[src/rtl/data_valid.sv]
// -----------------------------------------------------------------------------
// data_valid
//   Frame validator for the QPSK receive path (sits after iq_comb). Bits are
//   shifted into a 40-bit sliding window on every sync_flag strobe, LSB of the
//   frame first. One cycle after each shift the window is checked for the
//   8-bit header in [39:32] and, optionally, an 8-bit additive checksum in
//   [7:0]. A matching frame is published on valid_data_o with a one-cycle
//   valid_flag pulse.
//
//   Build option:
//     DATA_VALID_CKSUM_EN  defined   -> checksum [7:0] == sum of bytes 4..1
//                                       (mod 256) is part of the frame match
//                          undefined -> checksum ignored, no adder built
//
//   Ports:
//     clk           in   1   system clock, rising edge
//     rst_n         in   1   asynchronous active-low reset
//     ser_i         in   1   serial bit, meaningful only with sync_flag
//     sync_flag     in   1   bit strobe, one pulse per received bit
//     header_flag   out  1   pulse: window holds HEADER in [39:32]
//     valid_flag    out  1   pulse: header (and checksum) correct, 40 bits in
//     valid_data_o  out  40  last valid frame, held until the next one
// -----------------------------------------------------------------------------
module data_valid #(
   parameter logic [7:0] HEADER = 8'b1100_1100
) (
   input  logic        clk,
   input  logic        rst_n,
   input  logic        ser_i,
   input  logic        sync_flag,
   output logic        header_flag,
   output logic        valid_flag,
   output logic [39:0] valid_data_o
);

   localparam logic [5:0] FRAME_LEN = 6'd40;
   localparam logic [5:0] HDR_LEN   = 6'd8;

   logic [39:0] win_q,   win_d;
   logic [5:0]  cnt_q,   cnt_d;
   logic        shift_q;
   logic        hdr_q,   hdr_d;
   logic        vld_q,   vld_d;
   logic [39:0] data_q,  data_d;

   logic        hdr_match;
   logic        frame_match;
   logic        cksum_ok;

   // Fill counter saturates at a full frame so it never wraps while idle.
   function automatic logic [5:0] cnt_sat_inc(input logic [5:0] c);
      if (c >= FRAME_LEN) return FRAME_LEN;
      else                return c + 6'd1;
   endfunction

`ifdef DATA_VALID_CKSUM_EN
   // 8-bit wrap-around sum over header and the three payload bytes.
   function automatic logic [7:0] frame_sum(input logic [39:0] w);
      return w[39:32] + w[31:24] + w[23:16] + w[15:8];
   endfunction

   assign cksum_ok = (frame_sum(win_q) == win_q[7:0]);
`else
   assign cksum_ok = 1'b1;
`endif

   // Detection only looks at the window in the cycle right after a shift, so
   // a long gap between strobes cannot produce repeated pulses.
   assign hdr_match   = shift_q && (win_q[39:32] == HEADER) && (cnt_q >= HDR_LEN);
   assign frame_match = hdr_match && cksum_ok && (cnt_q == FRAME_LEN);

   always_comb begin
      win_d  = win_q;
      cnt_d  = cnt_q;
      data_d = data_q;
      hdr_d  = hdr_match;
      vld_d  = frame_match;

      // A detected frame restarts the fill count; a bit shifted on the same
      // edge is counted against the fresh frame.
      if (frame_match) begin
         cnt_d  = '0;
         data_d = win_q;
      end

      if (sync_flag) begin
         win_d = {ser_i, win_q[39:1]};
         cnt_d = cnt_sat_inc(frame_match ? 6'd0 : cnt_q);
      end
   end

   always_ff @(posedge clk or negedge rst_n) begin
      if (!rst_n) begin
         win_q   <= '0;
         cnt_q   <= '0;
         shift_q <= 1'b0;
         hdr_q   <= 1'b0;
         vld_q   <= 1'b0;
         data_q  <= '0;
      end else begin
         win_q   <= win_d;
         cnt_q   <= cnt_d;
         shift_q <= sync_flag;
         hdr_q   <= hdr_d;
         vld_q   <= vld_d;
         data_q  <= data_d;
      end
   end

   assign header_flag  = hdr_q;
   assign valid_flag   = vld_q;
   assign valid_data_o = data_q;

endmodule

[config.mk]
export PLATFORM = sky130hd
export DESIGN_NAME = data_valid
export DESIGN_NICKNAME = d
export VERILOG_FILES = /design/src/rtl/data_valid.sv
export SDC_FILE = /design/constraint.sdc
export NUM_CORES = 1
export LEC_CHECK = 0
export ABC_AREA = 1
export CAP_MARGIN = 0
export CORE_MARGIN = 2
export CORE_UTILIZATION = 44
export DETAILED_ROUTE_END_ITERATION = 8
export GPL_ROUTABILITY_DRIVEN = 1
export HOLD_SLACK_MARGIN = 0.06
export PLACE_DENSITY = 0.67
export SYNTH_ARGS = -nofsm -noshare
export SYNTH_HDL_FRONTEND = slang
export SYNTH_SLANG_ARGS = --single-unit
[constraint.sdc]
create_clock -name clk -period 1.6 [get_ports clk]
set_input_delay 0.32 -clock clk [delete_from_list [all_inputs] [get_ports clk]]
set_output_delay 0.32 -clock clk [all_outputs]
set_load 0.02 [all_outputs]
==> results of run 1 <==
## power breakdown
part | internal (mW) | switching, mW | leakage [nW]
registers | 2.45 | 0.112 | 1.20
logic | 0.182 | 0.326 | 1.01
clock network | 0.801 | 0.728 | 0.0957
total | 3.44 | 1.17 | 2.31
## cell usage after synthesis
cell,number,area (sq um)
nand2_1,108,405
dfrtp_1,89,2230
inv_1,54,203
o21ai_0,41,205
o21ai_1,27,135
buf_2,11,55.1
clkbuf_1,5,18.8
nor2_1,5,18.8
or2_1,4,25.0
ha_1,3,37.5
nand3_1,3,15.0
inv_2,2,7.51
nand3_2,2,20.0
nand4_1,2,12.5
xor2_1,2,17.5
buf_6,1,11.3
clkinv_1,1,3.75
nor2_2,1,6.26
nor3_1,1,5.00
nor4_1,1,6.26
o211ai_1,1,7.51
## what timing repair did
action | in CTS | in global routing
pin swaps | 0 | 4
gates resized for setup | 42 | 9
buffers inserted | 0 | 3
endpoints found under the setup margin | 42 | 8
endpoints found under the hold margin | 24 | 0
cloned | 0 | 1
hold buffers | 1 | 0
## routing by layer
metal	vias up	global-route usage (%)	part of all wire (%)
li1	1225	-	-
met1	1104	20.4	49
met2	43	24.5	46
met3	12	3.09	3.1
met4	0	8.21	2.2
met5	-	0	0
## kinds of logic (layout without fill, tap and decap cells)
logic type | Yosys count | count (layout)
simple gates | 127 | 127
buf+inv | 74 | 132
flops | 89 | 89
fa+ha+maj | 3 | 3
xor+xnor | 2 | 2
compound gates | 69 | 69
## sequential cells by signal (all words and copies together) (netlist names)
signal,flops
valid_data_o,40
shift_q,1
header_flag,1
win_q,40
valid_flag,1
cnt_q,6
## worst max-delay path, stage by stage (launching register included)
cell and delay [ns]:
dfrtp_1 0.39, inv_2 0.09, ha_4 0.14, nand3_2 0.09, nor2_4 0.14, nand3_4 0.12, buf_6 0.16, nand2_1 0.05
inv_1 0.05, nor2_1 0.08, nand2_1 0.06, nand2_1 0.05
## through the flow
stage	instances	hold slack, ns	setup slack, ns
6_report	524	0.394	0.112
5_1_grt	524	0.407	0.000774
4_1_cts	520	0.377	0.0802
3_5_place_dp	504	0.266	0.0957
3_3_place_gp	504	0.263	0.170
2_1_floorplan	364	0.0244	0.200
## how the worst min path moves through the flow
stage	from	end	slack (ns)	depth (start not counted)
after floorplan	rst_n	cnt_q[0]	0.02	0
after global placement	rst_n	cnt_q[2]	0.26	1
after detailed placement	rst_n	cnt_q[2]	0.27	1
after CTS	sync_flag	shift_q	0.38	2
after global routing	sync_flag	shift_q	0.41	2
final	sync_flag	shift_q	0.39	2
## layout make-up
class	instances	area [sq um]	share of cell area, %
sequential	89	2230	52.2
tap	102	128	2.99
clock inverter	2	37.5	0.880
timing repair buffer	60	552	12.9
inverter	57	214	5.01
clock buffer	13	159	3.72
multi-input combinational	201	950	22.3
==> results.cfg, run 1 <==
[outcome]
status = completed

[routing]
avgViaCountPerCell = 4.55
drt_iter0_markers = 136
drc = 0
avgRoutedWirePerCell_microns = 12.0
wl_microns = 6270
via_count = 2384
ant_nets = 0
drt_pass1_iterations = 4

[sta]
worst_pin_slew_ns = 0.360
tns_ns = 0
max_freq_ghz = 0.672
hold_viol_final = 0
finalSetupViolCount = 0
skew_ns = 0.00716
rsz0062_at_grt = false
min_period_ns = 1.49
relSlewSlack_pct = 75.7
period_share_pct = 93.0
maxSlewViolCount = 0

[final_layout]
nFillCells = 715
nNetsFinal = 425
syn2layout_area_growth_pct = 23.9
post-route-util_pct = 55.8
final_common_cell = nand2_1
drive_above_1_share_pct = 9.24
stdcell_area_sq_mm = 0.00427
layout_common_cells = 108 x nand2_1, 89 x dfrtp_1, 52 x inv_1
antennaDiodeCount = 0

[place]
place.port_buffers = 45
dp_hpwl_microns = 3950
place_area_sq_mm = 0.00403
gp_congestion = 0.845

[floorplan]
initial_core_util_pct = 45.0
num_io_pins = 46
rows = 32
coreArea_sq_mm = 0.00765
die_x_microns = 92.5
die_area_sq_mm = 0.00855
floorplan.die.height_microns = 92.5

[synth]
netlist_area_sq_mm = 0.00344
synthAdderAreaFrac_pct = 1.09
avgSynthCellArea_sq_um = 9.46
syn_inst = 364
synth_xor_area_share_pct = 0.509
synth_compound_area_share_pct = 10.1
synth-seq-cells = 89
synth_top_family_by_area = simple AND/OR/NAND/NOR gates
ys_types = 21
synth-simple-area-share_pct = 14.9
synth-seq-area-share_pct = 64.7
syn_nets = 371
ys_warn_count = 0
muxShareOfSynthArea_pct = 0

[power]
power_per_cell_area_mw_per_mm2 = 1080
peakVddDrop_mv = 0.595
leakage_nw = 2.31
total_power_mw = 4.60

[setup_path]
rrSetupSlack_ns = 0.11
start_kind = flip-flop
crit_path_max_fanout = 6
r2r-end = cnt_q[0]
cp-end-kind = flip-flop
arrival_ns = 1.78
critical_path_class = flip-flop to flip-flop
r2r_start = cnt_q[1]
required_ns = 1.89
crit_end = cnt_q[0]
startpoint = cnt_q[1]
reg2reg_depth = 11

[min_path]
hold_path.class = input pin to flip-flop

[global_route]
grt_pass1_vias = 2320
track_usage_pct = 15.5
grt_overflow = 0
grt_antenna_before_repair = 0
grt_pass1_wl_microns = 10500
grt_max_degree = 66

[job]
max-cap-violations = 0

[clock_network]
cts_tree = yes
cts.sinks = 89
cts-htree-levels = 3
cts_root_buf = clkbuf_8
clk_path_buf_depth = 2
numCtsBuffers = 9
path_clk_slew_ns = 0.08
worstSkewPairLatency_ns = 0.34
(Power assumes the default switching activity.)
==> inputs of run 2 (changes only) <==
- CORE_UTILIZATION: 44 -> 54
- PLACE_DENSITY: 0.67 -> 0.8
==> run 2 against run 1 <==
First-iteration DRC count rose by 5.9%. Combinational power rose by 2%. Maximum frequency fell by 2.0%. Register-to-register slack got worse by 0.03 ns. Hold slack improved by 0.020 ns. Setup slack got worse by 0.030 ns. Die area fell by 18%. Flip-flop and latch count did not move. Sequential share of layout area rose by 0.34 points. Sequential power barely moved. Non-clock buffer count fell by 3. Critical path type unchanged. Critical endpoint is now cnt_q[3].
==> results.cfg, run 2 (synthesis results as in run 1) <==
[outcome]
status = completed

[floorplan]
floorplan.die.height_microns = 83.9
die_x_microns = 83.9
initial_core_util_pct = 55.2
coreArea_sq_mm = 0.00624
num_io_pins = 46
die_area_sq_mm = 0.00703
rows = 29

[clock_network]
cts.sinks = 89
cts_tree = yes
cts_root_buf = clkbuf_8
cts-htree-levels = 3
clk_path_buf_depth = 2
postCtsSetupBuffers = 0
numCtsBuffers = 9
path_clk_slew_ns = 0.08
worstSkewPairLatency_ns = 0.34

[routing]
drt_pass1_iterations = 4
drt_iter0_markers = 144
avgRoutedWirePerCell_microns = 12.5
via_count = 2437
drc = 0
wl_microns = 6240
ant_nets = 0
avgViaCountPerCell = 4.89

[global_route]
grt_max_degree = 90
grt_overflow = 0
grt_pass1_vias = 2404
grt_antenna_before_repair = 0
grt_pass1_wl_microns = 10700
track_usage_pct = 19.0

[sta]
fin_ws_ns = 0.0814
skew_ns = 0.00909
min_period_ns = 1.52
maxSlewViolCount = 0
finalSetupViolCount = 0
tns_ns = 0
relSlewSlack_pct = 70.4
max_freq_ghz = 0.659
worst_hold_slack_ns = 0.414
period_share_pct = 94.9
hold_viol_final = 0
worst_pin_slew_ns = 0.444

[setup_path]
startpoint = cnt_q[1]
critical_path_class = flip-flop to flip-flop
cp-end-kind = flip-flop
arrival_ns = 1.75
worstPathCellList = inv_2 -> ha_4 -> nand3_4 -> nor2_4 -> nand3_4 -> buf_12 -> nand4_1 -> nand2_1 -> inv_1 -> nand2_1
crit_end = cnt_q[3]
required_ns = 1.84
rrSetupSlack_ns = 0.08
r2r-end = cnt_q[3]
r2r_start = cnt_q[1]
crit_path_max_fanout = 6
max_stage_delay_ns = 0.39
reg2reg_depth = 10
start_kind = flip-flop
critPathSlowestCell = dfrtp_1

[place]
place_area_sq_mm = 0.00398
dpl_worst_slack_ns = 0.0114
gp_congestion = 0.799
dp.cells = 478
dp_hpwl_microns = 4020
place.port_buffers = 45

[min_path]
hold_path.class = input pin to flip-flop

[final_layout]
antennaDiodeCount = 0
syn2layout_area_growth_pct = 23.1
nFillCells = 505
nNetsFinal = 423
stdcell_area_sq_mm = 0.00424
layoutNonFillerInstCount = 498
multi_input_area_sq_um = 970
final_common_cell = nand2_1
layout_common_cells = 108 x nand2_1, 89 x dfrtp_1, 52 x inv_1
drive_above_1_share_pct = 9.74
post-route-util_pct = 67.9
seqCellArea_sq_mm = 0.00223

[power]
total_power_mw = 4.48
peakVddDrop_mv = 0.602
leakage_nw = 2.30
power_per_cell_area_mw_per_mm2 = 1060

[job]
max-cap-violations = 0
==> run 2: cell count changes in the layout (fill, tap and decap cells not counted) <==
cell	before	now
nand3_4	1	2
buf_4	11	6
bufinv_16	1	0
clkinvlp_4	1	2
o21ai_0	41	40
o21ai_1	27	28
clkbuf_1	2	0
clkbuf_16	1	2
clkinv_2	0	3
nor2_1	4	3
buf_6	1	2
nor2_2	1	2
==> run 2: worst min path at each step <==
| stage | from | to | cells past startpoint |
|---|---|---|---|
| final | sync_flag | win_q[38] | 3 |
| after global routing | sync_flag | shift_q | 2 |
| after CTS | sync_flag | win_q[38] | 3 |
| after detailed placement | rst_n | valid_data_o[22] | 2 |
| after global placement | rst_n | valid_data_o[21] | 2 |
| after floorplan | rst_n | cnt_q[0] | 0 |
==> run 2: final cells by class <==
cell class / count / share of cell area (%)
clock buffer: 11 / 3.57
sequential: 89 / 52.5
clock inverter: 5 / 0.708
multi-input combinational: 202 / 22.9
inverter: 57 / 5.05
tap: 77 / 2.27
timing repair buffer: 57 / 13.0
==> run 2: routing by layer <==
metal | vias to the layer above | global-route usage, % | part of all wire, % | wire, microns
met2 | 54 | 31.1 | 49 | 3050
met1 | 1146 | 25.2 | 46 | 2860
li1 | 1226 | - | - | -
met3 | 11 | 3.17 | 3.6 | 226
met5 | - | 0 | 0 | 0
met4 | 0 | 8.36 | 1.7 | 103
==> run 2: worst max-delay path: cells and delay by family (launching register included) <==
kind                     cells  cell delay, ns
buffers and inverters        3            0.31
AND/OR/NAND/NOR              6            0.57
adder cells (fa/ha/maj)      1            0.14
flip-flops                   1            0.39
==> run 2: power by group <==
part	internal, mW	total, mW	switching, mW
Clock	0.641	1.39	0.752
Combinational	0.184	0.520	0.336
Sequential	2.45	2.57	0.114
Total	3.28	4.48	1.20
==> run 2: what timing repair did <==
action / 4_1_cts / 5_1_grt
hold buffers: 1 / 0
endpoints found under the hold margin: 89 / 0
cloned: 0 / 3
endpoints found under the setup margin: 42 / 40
gates resized for setup: 42 / 16
pin swaps: 0 / 2
==> inputs of run 3 (changes only) <==
- CORE_UTILIZATION: 54 -> 39
- PLACE_DENSITY: 0.8 -> 0.61
==> run 3 against run 2 <==
First-iteration DRC count shrank 49%. Critical endpoint is now cnt_q[4]. Global-route usage decreased by 5.4 points. Largest power group unchanged. Setup slack better by 0.063 ns. Highest routed layer unchanged. Sequential power is essentially flat. Total power up 11%.
==> results.cfg, run 3 (synthesis results as in run 1) <==
[setup_path]
required_ns = 1.83
crit_path_max_fanout = 6
arrival_ns = 1.69
worstPathCellList = inv_1 -> nand2_1 -> nor2_1 -> nor2_2 -> nand3_2 -> buf_6 -> nand2_1 -> nand2_2 -> nand3_2 -> nand2_1 -> inv_1
path_common_cell = nand2_1
cp-end-kind = flip-flop
critPathSlowestCell = dfrtp_2
critical_path_class = flip-flop to flip-flop
start_kind = flip-flop
max_stage_delay_ns = 0.45

[floorplan]
die_x_microns = 98.0
num_io_pins = 46
die_area_sq_mm = 0.00960
initial_core_util_pct = 39.9
coreArea_sq_mm = 0.00864
floorplan.die.height_microns = 98.0
rows = 34

[routing]
avgRoutedWirePerCell_microns = 11.3
drc = 0
ant_nets = 0
avgViaCountPerCell = 4.42
via_count = 2329
drt_iter0_markers = 74
wl_microns = 5950
drt_pass1_iterations = 4

[clock_network]
numCtsBuffers = 9
path_clk_slew_ns = 0.09
cts.sinks = 89
cts_root_buf = clkbuf_8
cts_tree = yes
worstSkewPairLatency_ns = 0.34
cts-htree-levels = 3
clk_path_buf_depth = 2

[sta]
finalSetupViolCount = 0
worst_hold_slack_ns = 0.401
hold_viol_final = 0
max_freq_ghz = 0.687
rsz0062_at_grt = true
skew_ns = 0.0106
tns_ns = 0
period_share_pct = 91.0
min_period_ns = 1.46
maxSlewViolCount = 0
relSlewSlack_pct = 79.8
worst_pin_slew_ns = 0.303

[job]
max-cap-violations = 0

[place]
place_area_sq_mm = 0.00404
dp_hpwl_microns = 3970
dp.cells = 510
gp_congestion = 0.820
place.port_buffers = 45

[global_route]
grt_antenna_before_repair = 0
grt_max_degree = 38
track_usage_pct = 13.5
grt_pass1_wl_microns = 10600
grt_overflow = 0
grt_pass1_vias = 2262

[final_layout]
drive_above_1_share_pct = 8.83
layout_common_cells = 106 x nand2_1, 88 x dfrtp_1, 53 x inv_1
antennaDiodeCount = 0
post-route-util_pct = 49.5
nNetsFinal = 422
syn2layout_area_growth_pct = 24.1
layoutNonFillerInstCount = 527
stdcell_area_sq_mm = 0.00427
final_common_cell = nand2_1

[power]
power_per_cell_area_mw_per_mm2 = 1170
leakage_nw = 2.30
peakVddDrop_mv = 0.502

[min_path]
hold_path.class = input pin to asynchronous set/reset pin

[outcome]
status = completed
-- run 3: cell count changes in the layout (fill, tap and decap cells not counted), moves of 2 or more --
cell	before	now
bufinv_16	0	4
clkinv_2	3	0
buf_4	6	8
clkbuf_16	2	0
clkbuf_8	11	9
clkinvlp_4	2	0
nand2_1	108	106
nand2_2	0	2
nand3_4	2	0
-- run 3: what timing repair did --
| action | in CTS | in global routing |
|---|---|---|
| endpoints found under the hold margin | 20 | 0 |
| pin swaps | 0 | 1 |
| hold buffers | 1 | 0 |
| gates resized for setup | 42 | 7 |
| endpoints found under the setup margin | 42 | 42 |
| cloned | 0 | 0 |
| setup buffers | 0 | 1 |
-- run 3: per-layer routing --
metal	share of wire (%)	up-vias	global-route usage [%]	routed length, microns
met1	50	1075	19.0	2980
li1	-	1215	-	-
met2	45	34	20.2	2670
met4	1.5	0	4.49	89
met5	0	-	0	0
met3	3.5	5	4.08	209
-- run 3: per-stage QoR --
| stage | worst slack [ns] | power, mW |
|---|---|---|
| after floorplan | 0.200 | 2.90 |
| after global placement | 0.140 | 3.11 |
| after detailed placement | 0.0870 | 3.13 |
| after CTS | 0.0661 | 5.06 |
| after global routing | -0.00125 | 5.26 |
| final | 0.145 | 5.00 |
-- run 3: where the power goes --
| group | leakage (nW) | internal, mW | switching, mW |
|---|---|---|---|
| logic | 0.976 | 0.176 | 0.312 |
| registers | 1.20 | 2.46 | 0.112 |
| clock network | 0.127 | 1.19 | 0.749 |
| total | 2.30 | 3.82 | 1.17 |
-- run 3: final cells by class --
type	count	area, sq um
Timing Repair Buffer	57	515
Fill cell	844	4360
Clock buffer	10	128
Multi-Input combinational cell	201	925
Clock inverter	5	129
Sequential cell	89	2230
Tap cell	108	135
Inverter	57	214
-- run 3: critical path, delay by kind of cell, from the launching register on --
kind | cells | cell delay [ns]
buffers and inverters | 3 | 0.24
and+or+nand+nor | 8 | 0.65
DFF | 1 | 0.45
-- run 3: final timing paths --
| kind | from | endpoint | slack [ns] | cells after the start |
|---|---|---|---|---|
| hold reg to reg | valid_data_o[39] | valid_data_o[39] | 0.47 | 1 |
| setup / recovery | cnt_q[5] | cnt_q[4] | 0.14 | 11 |
| min in group clk | sync_flag | win_q[34] | 0.42 | 4 |
| max in group asynchronous | rst_n | win_q[4] | 0.70 | 3 |
| hold / removal | rst_n | valid_data_o[21] | 0.40 | 2 |
| setup reg to reg | cnt_q[5] | cnt_q[4] | 0.14 | 11 |
